$ cat src/rtl/regfile_dump_pkg.sv
// Shared types and constants for the register-file dump engine.
// No logic, so no latency.
// No flow control.
package regfile_dump_pkg;

  // Dump sequencer states
  typedef enum logic [2:0] {
    IDLE,
    FETCH,
    START,
    DATA,
    STOP,
    FINISH
  } state_t;

  localparam int BYTES_PER_WORD = 4;
  localparam int DATA_BITS      = 8;

  // Byte lane idx of a 32-bit word, lane 0 being the least significant
  function automatic logic [7:0] word_byte(input logic [31:0] w, input logic [1:0] idx);
    return w[8*idx +: 8];
  endfunction

endpackage

$ cat src/rtl/regfile_dump_uart_tx.sv
// Walks the register file from x0 upward and sends each word as four 8N1 UART frames, LSB byte first.
// Per register: 1 fetch cycle + 40*CLKS_PER_BIT bit cycles; done pulses one cycle after the last stop bit.
// No backpressure on the line; dump_start is ignored (not queued) while a dump is in progress or finishing.
module regfile_dump_uart_tx
  import regfile_dump_pkg::*;
#(
  parameter int CLKS_PER_BIT = 868,
  parameter int NUM_REGS     = 32
) (
  input  logic        clk_o,
  input  logic        rst_n,
  input  logic        dump_start,
  output logic [4:0]  raddr,
  input  logic [31:0] rdata,
  output logic        tx,
  output logic        busy,
  output logic        done
);

  localparam int            BW        = $clog2(CLKS_PER_BIT);
  localparam logic [BW-1:0] BAUD_LAST = BW'(CLKS_PER_BIT - 1);
  localparam logic [4:0]    LAST_REG  = 5'(NUM_REGS - 1);
  localparam logic [1:0]    LAST_BYTE = 2'(BYTES_PER_WORD - 1);
  localparam logic [2:0]    LAST_BIT  = 3'(DATA_BITS - 1);

  state_t        state;
  logic [BW-1:0] baud_cnt;
  logic [2:0]    bit_idx;
  logic [1:0]    byte_idx;
  logic [4:0]    reg_idx;
  logic [31:0]   word_q;
  logic [7:0]    cur_byte;
  logic          baud_end;

  // The read address is the register index itself, so it only moves when reg_idx does
  assign raddr    = reg_idx;
  assign cur_byte = word_byte(word_q, byte_idx);
  assign baud_end = (baud_cnt == BAUD_LAST);

  // Dump sequencer: register/byte walk plus bit timing; tx, busy and done are all registered here
  always_ff @(posedge clk_o or negedge rst_n) begin
    if (!rst_n) begin
      state    <= IDLE;
      baud_cnt <= '0;
      bit_idx  <= '0;
      byte_idx <= '0;
      reg_idx  <= '0;
      word_q   <= '0;
      tx       <= 1'b1;
      busy     <= 1'b0;
      done     <= 1'b0;
    end else begin
      done <= 1'b0;
      case (state)
        IDLE: begin
          if (dump_start) begin
            reg_idx  <= '0;
            byte_idx <= '0;
            busy     <= 1'b1;
            state    <= FETCH;
          end
        end

        // Snapshot the word once; later writes to it are deliberately not seen
        FETCH: begin
          word_q   <= rdata;
          baud_cnt <= '0;
          tx       <= 1'b0;
          state    <= START;
        end

        START: begin
          if (baud_end) begin
            baud_cnt <= '0;
            bit_idx  <= '0;
            tx       <= cur_byte[0];
            state    <= DATA;
          end else begin
            baud_cnt <= baud_cnt + 1'b1;
          end
        end

        DATA: begin
          if (baud_end) begin
            baud_cnt <= '0;
            if (bit_idx == LAST_BIT) begin
              bit_idx <= '0;
              tx      <= 1'b1;
              state   <= STOP;
            end else begin
              bit_idx <= bit_idx + 3'd1;
              tx      <= cur_byte[bit_idx + 3'd1];
            end
          end else begin
            baud_cnt <= baud_cnt + 1'b1;
          end
        end

        // Back-to-back frames within a word; a fetch cycle separates words
        STOP: begin
          if (baud_end) begin
            baud_cnt <= '0;
            if (byte_idx < LAST_BYTE) begin
              byte_idx <= byte_idx + 2'd1;
              tx       <= 1'b0;
              state    <= START;
            end else if (reg_idx < LAST_REG) begin
              reg_idx  <= reg_idx + 5'd1;
              byte_idx <= '0;
              state    <= FETCH;
            end else begin
              busy  <= 1'b0;
              done  <= 1'b1;
              state <= FINISH;
            end
          end else begin
            baud_cnt <= baud_cnt + 1'b1;
          end
        end

        FINISH: begin
          state <= IDLE;
        end

        default: begin
          state <= IDLE;
        end
      endcase
    end
  end

endmodule

$ cat config.mk
export PLATFORM = sky130hd
export DESIGN_NAME = regfile_dump_uart_tx
export DESIGN_NICKNAME = d
export VERILOG_FILES = /design/src/rtl/regfile_dump_pkg.sv /design/src/rtl/regfile_dump_uart_tx.sv
export SDC_FILE = /design/constraint.sdc
export NUM_CORES = 1
export LEC_CHECK = 0
export BUFFER_PORTS_ARGS = -buffer_cell sky130_fd_sc_hd__clkbuf_2
export CORE_AREA = 5 5 99 73
export CTS_CLUSTER_DIAMETER = 40
export DETAILED_ROUTE_END_ITERATION = 10
export DIE_AREA = 0 0 104 78
export GPL_TIMING_DRIVEN = 0
export PLACE_DENSITY = 0.69
export SYNTH_ARGS = -nofsm -noshare
export SYNTH_HDL_FRONTEND = slang
export SYNTH_SLANG_ARGS = --single-unit
$ cat constraint.sdc
create_clock -name clk_o -period 2.9 [get_ports clk_o]
set_input_delay 0.58 -clock clk_o [delete_from_list [all_inputs] [get_ports clk_o]]
set_output_delay 0.58 -clock clk_o [all_outputs]
set_load 0.01 [all_outputs]
After elaboration in Yosys (flattened, before gate mapping)
Cells that the tools add are included.

storage, ports and cells
  word-level logic and storage cells = 86
  output and inout port bits = 8
  register bits after elaboration = 58

operators by class
  shift operators = 1
  add/sub/neg operators = 4
  reduce and logical (&&, ||, !) cells = 12
  order comparisons = 3
  mux-type cells = 41
  equality and inequality tests = 16

operator list
  cell                                                                           count
  32-bit by 6-bit variable part select with 8-bit output                         1
  3-bit two-way mux                                                              10
  5-bit two-way mux                                                              4
  10-bit one-hot mux with 2 select lines                                         1
  5-bit AND reduction                                                            4
  2-bit != test (second input constant)                                          9
  3-bit one-hot mux with 5 select lines                                          1
  1-bit two-way mux                                                              14
  10-bit by 1-bit adder with 10-bit output (second input constant)               1
  10-bit equality test (second input constant)                                   1
  10-bit two-way mux                                                             1
  5-bit one-hot mux with 2 select lines                                          1
  2-bit two-way mux                                                              4
  3-bit by 2-bit equality test with 1-bit output (second input constant)         2
  3-bit equality test (second input constant)                                    2
  3-bit one-hot mux with 2 select lines                                          1
  2-bit nonzero test                                                             3
  5-bit by 1-bit adder with 5-bit output (second input constant)                 1
  5-bit less-than comparator (second input constant)                             1
  3-bit by 4-bit less-than comparator with 1-bit output (second input constant)  1
  1-bit one-hot mux with 4 select lines                                          1
  2-bit one-hot mux with 2 select lines                                          1
  4-bit AND reduction                                                            1
  4-bit nonzero test                                                             1
  10 further kinds                                                               10

Longest topological paths before layout
  depth after elaboration = 6
  mapped depth = 7

Worst setup path before layout
No wires, ideal clock.

  path kind = reg2reg
  start = reg baud_cnt[0]
  end = reg reg_idx[4], in the netlist raddr[4]
  arrival time = 1.914 ns
  cell stages (with the launch flop) = 7
  period minus slack after synthesis = 2.039 ns
  slack = 0.861 ns
  cells stage by stage = dfrtp_1 > ha_1 > or3b_4 > nor3_4 > a41o_4 > nand4_2 > mux2_4

between the ends
  cells in the longest elaborated chain, start to end = 3

ends and longest elaborated chain
  item                                  line                         source
  start: declaration                    regfile_dump_uart_tx.sv:27   logic [BW-1:0] baud_cnt;
  start signal: assignment              regfile_dump_uart_tx.sv:79   baud_cnt <= baud_cnt + 1'b1;
  start signal: assignment              regfile_dump_uart_tx.sv:95   baud_cnt <= baud_cnt + 1'b1;
  start signal: assignment              regfile_dump_uart_tx.sv:117  baud_cnt <= baud_cnt + 1'b1;
  10-bit equality test                  regfile_dump_uart_tx.sv:38   assign baud_end = (baud_cnt == BAUD_LAST);
  2-bit != test (no source line)        --
  5-bit AND reduction (no source line)  --
  end signal: assignment                regfile_dump_uart_tx.sv:108  reg_idx <= reg_idx + 5'd1;
  end: declaration                      regfile_dump_uart_tx.sv:30   logic [4:0] reg_idx;

No other way between the ends.
A chain may end at the register's enable or synchronous reset.

Worst setup path after layout
  start = reg bit_idx[0]
  end = reg tx

between the ends
  cells in the longest elaborated chain, start to end = 6
  elaborated cells between the ends (all ways) = 7
  those cells by class = add/sub: 1; eq/ne: 1; mux: 5

ends and longest elaborated chain
  item                                       line                        source
  start: declaration                         regfile_dump_uart_tx.sv:28  logic [2:0] bit_idx;
  start signal: assignment                   regfile_dump_uart_tx.sv:91  bit_idx <= bit_idx + 3'd1;
  3-bit by 1-bit adder with 3-bit output     regfile_dump_uart_tx.sv:92  tx <= cur_byte[bit_idx + 3'd1];
  1-bit binary-select mux with 3-bit select  regfile_dump_uart_tx.sv:92
  1-bit two-way mux (implied by the code)    regfile_dump_uart_tx.sv:92
  1-bit two-way mux *                        regfile_dump_uart_tx.sv:86  if (bit_idx == LAST_BIT) begin
  1-bit two-way mux *                        regfile_dump_uart_tx.sv:84  if (baud_end) begin
  1-bit one-hot mux with 4 select lines *    regfile_dump_uart_tx.sv:54  case (state)
  end signal: assignment                     regfile_dump_uart_tx.sv:76  tx <= cur_byte[0];
  end signal: assignment                     regfile_dump_uart_tx.sv:92
  end: declaration                           regfile_dump_uart_tx.sv:15  output logic tx,

Mark *: on every way between the ends. The rest lies on a longest branch, timed or not. The select of a mux whose other input is x is not followed.

==> flow_summary.toml <==
[status]
outcome = "complete, no violations"

[synth]
postSynth.asyncResetShare_pct = 100
netlist_top_cells_area = "dfrtp_1 (48%), mux2_2 (14%), mux4_2 (6.1%)"
yosys_register_bits = 58
synth-main-ff-cell = "dfrtp_1"
post_synthesis_instance_total = 246
post_synth.cell_area_avg_um2 = 12.0
synth-seq-area-share_pct = 49.0
synthesis.nets = 286
yosysTopAreaCellShare_pct = 48.1
synth_warnings = 0
synth.cell_area_um2 = 2960
synth_cell_types = 46
synth_enable_flop_cells = 0
yosysTopAreaCell = "dfrtp_1"

[cts]
clk_transition_reported_paths_ps = 70
post_cts.resized_instances = 0
clk_latency_ps = 330
cts_made_buffers = 9
clock_sinks = 58
cts.htree.levels = 3
cts_hold_repair.buffers = 0
tritoncts = "done"
clk_path_buf_depth = 2
post_cts.repair.setup_buffers = 0
ctsRootBufferMaster = "clkbuf_8"

[floorplanning]
die_area_um2 = 8110
die_height_um = 78
dieWidth_um = 104
floorplan.initialDensity_pct = 48.4
std_cell_rows = 24
num_io_pins = 43
placeableCoreArea_um2 = 6130

[sta]
grt_setup_unrepaired = "false"
fmax_mhz = 429
finalHoldViolations = 0
max_slew_margin_pct = 44.1
final.hold.worst_slack_ps = 343
finalClockSkew_ps = 5.27
tightestPinTransition_ps = 827
post_layout_worst_setup_margin_ps = 568
setup-violations-final = 0
min_period_over_period_pct = 80.4
layout_min_cycle_time_ps = 2330
maxSlewViolCount = 0
setup-tns-final_ps = 0

[cells_and_area]
num_antenna_cells = 0
final_design_area_no_fill_um2 = 3440
finish.net_count = 339
area.growth.synth_to_final_pct = 16.3
number_of_filler_instances_in_the_final_layout = 536
fin_cells = 382
final_layout_size_suffix_gt1_share_pct = 39.1

[detailed_routing]
wl_per_cell_um = 15.5
firstDrtPassIters = 4
remaining_drc_errors = 0
via_count = 2089
via_per_inst = 5.47
drt_iter0_markers = 114
postRouteAntennaNets = 0
route.final.wire_length_um = 5910

[critical_path]
worst-path-max-fanout = 7
worst_setup_path_start_kind = "flop"
timing_worst_setup_path_type = "flop to flop"
worst-endpoint-required_ps = 3150
end_kind = "flop"
worst-endpoint-arrival_ps = 2580

[place]
post-place-cells = 366
half_perimeter_wire_length_after_detailed_placement_um = 4310
gpl.final_weighted_congestion = 0.836
placed_area_um2 = 3270
place.port_buffers = 42
placement.setup.worst_slack_ps = 636

[grt]
grt_start_max_net_pins = 59
antenna_found_initial = 0
grt_pass1_vias = 2240
grt_first_pass_wirelength_um = 10700
grt_usage_pct = 16.3
global_route.overflow_total = 0

[hold_path]
hold_path.class = "input port to asynchronous set/reset pin"

[job]
timing.max_cap.violations = 0

[power]
p_leak_nw = 1.53
worst_ir_drop_vdd_mv = 0.498
power_per_cell_area_nw_per_um2 = 863
[final timing paths]
check / start / to / slack [ps] / depth (start not counted)
max in group asynchronous: rst_n / baud_cnt[1] / 2040 / 1
min reg2reg: word_q[31] / word_q[31] / 500 / 1
min: rst_n / word_q[6] / 340 / 1
max: bit_idx[0] / tx / 570 / 7
min in group clk_o: rdata[17] / word_q[17] / 470 / 2
max reg2reg: bit_idx[0] / tx / 570 / 7
[worst max-delay path, stage by stage (launching register included)]
cell and delay (ps):
dfrtp_1 430, ha_1 290, clkbuf_1 380, mux4_2 390, mux2i_1 160, nor3_1 70, a2111oi_0 370, o21ai_0 150
[cells in the mapped netlist (all sizes together), types with 2 or more instances]
library cell / instances
and3: 3
mux4: 8
dfrtp: 57
nand2: 10
a41o: 2
nand4: 2
mux2: 37
xnor2: 2
nor2b: 4
nor3: 6
mux2i: 6
nand4b: 3
buf: 5
nand2b: 7
a21oi: 12
o21ai: 11
clkbuf: 6
o21a: 2
or3b: 2
o31ai: 4
xor2: 4
nor2: 18
inv: 4
nand3: 10
ha: 5
[state kept, by name (all words and copies together), names as in the netlist]
register and count:
busy 1, done 1, word_q 32, byte_idx 2, state 3, bit_idx 3
raddr 5, tx 1, baud_cnt 10
[routing by layer]
metal | vias to the layer above | global-route usage [%] | share of wire [%] | wire [um]
li1 | 1011 | - | - | -
met1 | 1029 | 22.0 | 50 | 2980
met2 | 40 | 24.6 | 43 | 2560
met3 | 9 | 4.81 | 4.6 | 274
met4 | 0 | 6.86 | 1.5 | 90
met5 | - | 0 | 0 | 0
[cell type report]
class	instances	area, um^2	share of cell area, %
well taps	78	97.6	2.83
multi-input cells	173	1450	42.0
plain buffers	11	47.5	1.38
inverters	4	15.0	0.436
repair buffers	42	213	6.18
clock inverters	5	30.0	0.872
flip-flops and latches	58	1450	42.2
clock buffers	11	141	4.10
[cell usage in the layout (no fill, tap or decap), drive strengths merged, types with 3 or more instances in the layout]
| cell type | instances |
|---|---|
| mux4 | 8 |
| mux2 | 37 |
| clkbuf | 59 |
| nor2b | 4 |
| o21ai | 11 |
| clkinv | 3 |
| buf | 5 |
| and3 | 3 |
| o31ai | 4 |
| nor3 | 6 |
| nor2 | 18 |
| nand3 | 10 |
| nand2b | 7 |
| inv | 4 |
| ha | 5 |
| a21oi | 12 |
| nand4b | 3 |
| mux2i | 6 |
| nand2 | 10 |
| xor2 | 4 |
| dfrtp | 57 |
[stage by stage]
step,total power [mW],utilization (%)
after global placement,2.32,53.4
after detailed placement,2.35,53.4
final,2.97,56.2
after global routing,3.19,56.2
after CTS,3.00,56.2
after floorplan,2.09,-
[logic make-up after synthesis]
family          synth area share (%)
compound gates                  9.21
xor+xnor                        1.77
fa+ha+maj                       2.11
buf+inv                         2.11
flops                           49.0
mux                             22.3
simple gates                    13.5
[power breakdown]
group | leakage [nW] | switching [mW] | internal (mW)
Clock | 0.0851 | 0.311 | 0.328
Sequential | 0.720 | 0.168 | 1.11
Combinational | 0.725 | 0.478 | 0.578
(Power assumes the default switching activity.)
